$ cat src/rtl/periph_bus_arbiter.sv
`default_nettype none
//============================================================================
// Module   : periph_bus_arbiter
// Brief    : Two-master round-robin arbiter with hang watchdog for the native
//            peripheral memory bus in front of the GPIO register block.
// Revision : 1.0 - initial release
//============================================================================
module periph_bus_arbiter #(
   parameter int          TIMEOUT_CYCLES = 16,
   parameter logic [31:0] ERR_DATA       = 32'hDEAD_BEEF
) (
   input  logic        clk,
   input  logic        rst_n,
   input  logic        m0_valid,
   input  logic [31:0] m0_addr,
   input  logic [31:0] m0_wdata,
   input  logic [3:0]  m0_wstrb,
   output logic [31:0] m0_rdata,
   output logic        m0_ready,
   input  logic        m1_valid,
   input  logic [31:0] m1_addr,
   input  logic [31:0] m1_wdata,
   input  logic [3:0]  m1_wstrb,
   output logic [31:0] m1_rdata,
   output logic        m1_ready,
   output logic        s_valid,
   output logic [31:0] s_addr,
   output logic [31:0] s_wdata,
   output logic [3:0]  s_wstrb,
   input  logic [31:0] s_rdata,
   input  logic        s_ready,
   output logic [1:0]  grant,
   output logic        timeout_err
);

   localparam int            CW        = $clog2(TIMEOUT_CYCLES);
   localparam logic [CW-1:0] c_cnt_max = CW'(TIMEOUT_CYCLES - 1);

   typedef enum logic [1:0] {
      IDLE = 2'd0,
      GNT0 = 2'd1,
      GNT1 = 2'd2
   } state_t;

   state_t          r_state;
   logic            r_last_grant;
   logic [CW-1:0]   r_cnt;

   logic            w_gnt;
   logic            w_sel;
   logic            w_own_valid;
   logic            w_done;
   logic            w_timeout;
   logic            w_abort;
   logic            w_resp;
   logic [31:0]     w_rdata;

   // Gating with rst_n keeps every output quiet while reset is held.
   always_comb begin
      w_gnt       = (r_state != IDLE) && rst_n;
      w_sel       = (r_state == GNT1);
      w_own_valid = w_sel ? m1_valid : m0_valid;
      w_abort     = w_gnt && !w_own_valid;
      w_done      = w_gnt && w_own_valid && s_ready;
      w_timeout   = w_gnt && w_own_valid && !s_ready && (r_cnt == c_cnt_max);
      w_resp      = w_done || w_timeout;
      w_rdata     = w_timeout ? ERR_DATA : s_rdata;
   end

   always_comb begin
      s_valid     = w_gnt && w_own_valid && !w_timeout;
      s_addr      = w_gnt ? (w_sel ? m1_addr  : m0_addr)  : 32'd0;
      s_wdata     = w_gnt ? (w_sel ? m1_wdata : m0_wdata) : 32'd0;
      s_wstrb     = w_gnt ? (w_sel ? m1_wstrb : m0_wstrb) : 4'd0;
      m0_ready    = w_resp && !w_sel;
      m1_ready    = w_resp && w_sel;
      m0_rdata    = m0_ready ? w_rdata : 32'd0;
      m1_rdata    = m1_ready ? w_rdata : 32'd0;
      grant       = {w_gnt && w_sel, w_gnt && !w_sel};
      timeout_err = w_timeout;
   end

   always_ff @(posedge clk) begin
      if (!rst_n) begin
         r_state      <= IDLE;
         r_last_grant <= 1'b1;
         r_cnt        <= '0;
      end else begin
         case (r_state)
            IDLE: begin
               r_cnt <= '0;
               if (m0_valid && m1_valid)
                  r_state <= r_last_grant ? GNT0 : GNT1;
               else if (m0_valid)
                  r_state <= GNT0;
               else if (m1_valid)
                  r_state <= GNT1;
            end
            GNT0, GNT1: begin
               // A dropped request abandons the grant without touching fairness.
               if (w_abort) begin
                  r_state <= IDLE;
                  r_cnt   <= '0;
               end else if (w_resp) begin
                  r_state      <= IDLE;
                  r_cnt        <= '0;
                  r_last_grant <= w_sel;
               end else begin
                  r_cnt <= r_cnt + 1'b1;
               end
            end
            default: begin
               r_state <= IDLE;
               r_cnt   <= '0;
            end
         endcase
      end
   end

endmodule
`default_nettype wire

$ cat config.mk
export PLATFORM = sky130hd
export DESIGN_NAME = periph_bus_arbiter
export DESIGN_NICKNAME = d
export VERILOG_FILES = /design/src/rtl/periph_bus_arbiter.sv
export SDC_FILE = /design/constraint.sdc
export NUM_CORES = 1
export LEC_CHECK = 0
export CORE_AREA = 5 5 118 120
export CTS_CLUSTER_DIAMETER = 50
export DETAILED_ROUTE_END_ITERATION = 8
export DIE_AREA = 0 0 123 125
export HOLD_SLACK_MARGIN = 0.02
export PLACE_DENSITY = 0.62
export REMOVE_ABC_BUFFERS = 1
export SYNTH_ARGS = -nofsm -noshare
export SYNTH_HDL_FRONTEND = slang
export SYNTH_SLANG_ARGS = --single-unit
$ cat constraint.sdc
create_clock -name clk -period 3.2 [get_ports clk]
set_input_delay 0.64 -clock clk [delete_from_list [all_inputs] [get_ports clk]]
set_output_delay 0.64 -clock clk [all_outputs]
set_load 0.1 [all_outputs]
Word-level counts from Yosys, hierarchy flattened
Cells that the tools add are included.
{ "totals": {"mem_bits_ro": 0, "latch_bits": 0, "output_inout_bits": 138, "memories": 0, "ramBits": 0, "in_bits": 173, "word_cells": 52, "register_bits": 7} }
{ "op_classes": {"n_eq_ne": 5, "div": 0, "n_shift": 0, "mux": 17, "n_mul": 0, "add_sub_neg": 1, "bitwise_logic": 3, "order_cmp": 0, "n_reduce_logical": 23} }
{ "ops": {"columns": ["op", "n"], "rows": [
  ["$mux 32", 7],
  ["$logic_and 1x1->1", 12],
  ["$mux 2", 6],
  ["$mux 4", 2],
  ["$add 4x1->4 const B", 1],
  ["$eq 4x4->1 const B", 1],
  ["$logic_not 1->1", 4],
  ["$ne 4x4->1 const B", 1],
  ["$pmux 2 s2", 1],
  ["$reduce_or 4->1", 1],
  ["$ne 3x3->1 const B", 1],
  ["$not 1->1", 3],
  ["$reduce_and 3->1", 1],
  ["$eq 2x1->1 const B", 1],
  ["$eq 2x2->1 const B", 1],
  ["$logic_not 2->1", 1],
  ["$reduce_and 2->1", 1],
  ["$reduce_bool 2->1", 1],
  ["$reduce_or 2->1", 1],
  ["$logic_or 1x1->1", 1],
  ["$mux 1", 1]
]} }

Logic depth before layout (Yosys ltp)
{ "logic_depth": {"word_depth": 9, "mapped_depth": 7, "mapped_depth_nobuf": 6} }

Worst setup path before layout
OpenSTA, ideal clock, no wires.
{ "synth_timing": {"path_kind": "input-to-output", "startpoint": "in s_ready", "endpoint": "out timeout_err", "path_buffers": 2, "t_arrival_ns": 3.058, "cell_stages": 3, "slack_ns": -0.498, "required_ns": 2.560, "cell_sequence": "clkbuf_1 > clkbuf_1 > nor3_1"} }
{ "synth_via": {"elab_chain_len": 3} }
{ "synth_lines": {"columns": ["element", "line", "source"], "rows": [
  ["start, declared", "31", "input logic s_ready,"],
  ["$logic_not 1->1", "65", "w_timeout = w_gnt && w_own_valid && !s_ready && (r_cnt == c_cnt_max);"],
  ["$logic_and 1x1->1 (2 in series)", "65", null],
  ["end, declared", "33", "output logic timeout_err"]
]} }
No other way between the ends.

Final worst setup path
{ "layout_timing": {"startpoint": "in rst_n", "endpoint": "out s_addr[15]"} }
{ "layout_via": {"elab_chain_len": 2} }
{ "layout_lines": {"columns": ["element", "line", "source"], "rows": [
  ["start, declared", "13", "input logic rst_n,"],
  ["$logic_and 1x1->1", "60", "w_gnt = (r_state != IDLE) && rst_n;"],
  ["$mux 32", "72", "s_addr = w_gnt ? (w_sel ? m1_addr : m0_addr) : 32'd0;"],
  ["end, declared", "27", "output logic [31:0] s_addr,"]
]} }
No other way between the ends.

==> results.tsv <==
stage	metric	value	unit
drt	WL/cell	19.2	um
sta	Achievable Freq	337	MHz
drt	routed vias/inst	4.39	
placed_design	dpl cells	702	
drt	Residual DRC	0	
clocking	clock sink count	7	
finish	P&R area growth vs syn	293	%
yosys	Yosys warning total	0	
power_and_ir_drop	Max VDD drop	0.295	mV
drt	detailed-router iteration count before antenna repair	4	
placed_design	routability cong.	0.920	
clocking	TritonCTS clock tree	yes	
sta	Worst-Margin Slew	408	ps
die	Core ar.	0.0129	mm2
finish	Non-Filler Instances	706	
finish	Util after Layout	0.491	
sta	TNS Setup	0	ps
finish	Diodes inserted	0	
placed_design	Setup WS pre-CTS	274	ps
sta	hold_ws	445	ps
sta	Final min period	2960	ps
sta	max_slew headroom	0.726	
grt	total gr overflow	0	
die	Die W	123	um
drt	drt first-iter violations	196	
die	Starting Density	0.125	
grt	Tot GR Track Use	0.160	
grt	largest net degree at the start of global routing	70	
critical_path	Setup crit start kind	primary input	
clocking	worst skew pair latency	230	ps
drt	final wirelength	13600	um
yosys	Mapped Area	0.00161	mm2
sta	Final WS setup	237	ps
sta	Fin. Hold Viols	0	
sta	final setup violation count	0	
clocking	Clock transition at path regs	30	ps
clocking	Num CTS Buffers	3	
grt	vias in the first global route	3180	
worst_hold_path	worst min-delay path class	flop to flop	
finish	Final nets	707	
yosys	post-synthesis register bit count	7	
grt	first-pass GRT wire length	19400	um
drt	remaining antenna violation count	0	
critical_path	Worst EP arrival	2320	ps
critical_path	CP required	2560	ps
critical_path	critical path peak fanout	69	
die	row cnt	42	
status	status	complete, no violations	
yosys	sequential share of the synthesized area	0.0871	
yosys	distinct cell type count after synthesis	32	
finish	most common cell after layout, fill and taps aside	clkdlybuf4s50_1	
finish	commonest cells after routing, fill and taps aside	clkdlybuf4s50_1, buf_12, a22o_1	
critical_path	Worst setup EP type	output port	
sta	clk_skew	1.88	ps
grt	initial antenna violation count	1	
die	DIE HEIGHT	125	um
sta	max-slew violation count	0	
critical_path	critical path class	primary input to output port	
yosys	Cells after Synth	236	
power_and_ir_drop	LEAKAGE	0.00247	uW
clocking	clk buf depth	2	
placed_design	Port Buffer Count	310	
clocking	Hold-fix buffers, CTS	0	
clocking	CTS H-tree depth	1	
sta	period utilisation layout	0.926	
die	Die Area	0.0154	mm2
die	io pins	311	
flow_run	Max-Cap Viols	0	
finish	share of layout cells above drive strength 1	0.294	
yosys	syn_area_per_cell	6.82	um2
sta	unrepaired setup endpoints after global routing	no	
clocking	# Post-CTS Setup Buffers	0	
power_and_ir_drop	PD cells	294	mW/mm2
clocking	Root Driver	clkbuf_16	
clocking	post-CTS resize count	0	
placed_design	post-detail-place hpwl	11700	um
drt	routed vias	3102	
## Yosys cell counts
library cell  count  area share
a21oi_1          24       0.075
a22o_1           69        0.38
a22oi_1           2      0.0093
a31oi_2           1      0.0078
and2_1            2      0.0078
and2_4            1      0.0054
and3_1           17       0.066
buf_2            14       0.044
buf_4             4       0.019
buf_6             4       0.028
clkbuf_1          5       0.012
dfxtp_1           7       0.087
ha_1              3       0.023
inv_1             4      0.0093
mux2_2            1      0.0070
nand2_1           3      0.0070
nand2_2           1      0.0039
nand2b_1          1      0.0039
nand3_1           3      0.0093
nand3b_1          1      0.0047
nand4b_1          1      0.0054
nor2_1           55        0.13
nor2_2            1      0.0039
nor2_4            1      0.0070
nor2b_1           4       0.016
nor3_1            1      0.0031
nor3b_2           1      0.0078
o21ai_2           1      0.0054
o22ai_1           1      0.0039
o31ai_1           1      0.0047
xnor2_1           1      0.0054
xor2_1            1      0.0054
## final cells by class
cell class	count	area, um2
clock buffers	4	78.8
fillers	1156	6550
inverters	4	15.0
multi-input cells	198	1300
flip-flops and latches	7	140
well taps	176	220
repair buffers	317	4570
## worst max-delay path: stages
cell and delay [ps]:
clkdlybuf4s50_1 520, nor3b_4 310, buf_12 310, a22o_1 290, buf_12 200
## per-layer routing
layer	vias to the layer above	GRT usage	part of all wire
met2	142	0.315	0.54
li1	1466	-	-
met5	-	0	0.00088
met4	2	0.0365	0.022
met3	25	0.0411	0.086
met1	1467	0.166	0.35
## state kept, by name, summed over array words and instances, names as in the netlist
register	count
r_state	2
r_cnt	4
r_last_grant	1
## final timing paths
check                           startpoint          to  slack (ps)  cells past startpoint
worst max register to register  r_state[0]    r_cnt[2]        1500                      6
worst max-delay path                 rst_n  s_addr[15]         240                      5
worst min-delay path              r_cnt[0]    r_cnt[0]         440                      1
worst min register to register    r_cnt[0]    r_cnt[0]         440                      1
## kinds of logic (layout without fill, tap and decap cells)
logic type      after synthesis  in the layout  synth area share
xor+xnor                      2              2            0.0109
mux                           1              1           0.00700
fa+ha+maj                     3              3            0.0233
compound gates               99             99             0.481
simple gates                 93             93             0.279
flops                         7              7            0.0871
buf+inv                      31            325             0.111
## per-stage QoR
| step | total power (uW) | cell area [um2] |
|---|---|---|
| finish | 1860 | 6320 |
| global route | 1910 | 6320 |
| CTS | 1870 | 6320 |
| detailed placement | 1650 | 6250 |
| global placement | 1640 | 6250 |
| floorplan | 947 | 1450 |
## report_power, final
group	total, uW	switching, uW	leakage, uW	internal, uW
Sequential	99.7	4.98	0.0000569	94.7
Clock	214	48.3	0.0000382	166
Combinational	1550	929	0.00238	618
Power figures use the tool's default switching activity.
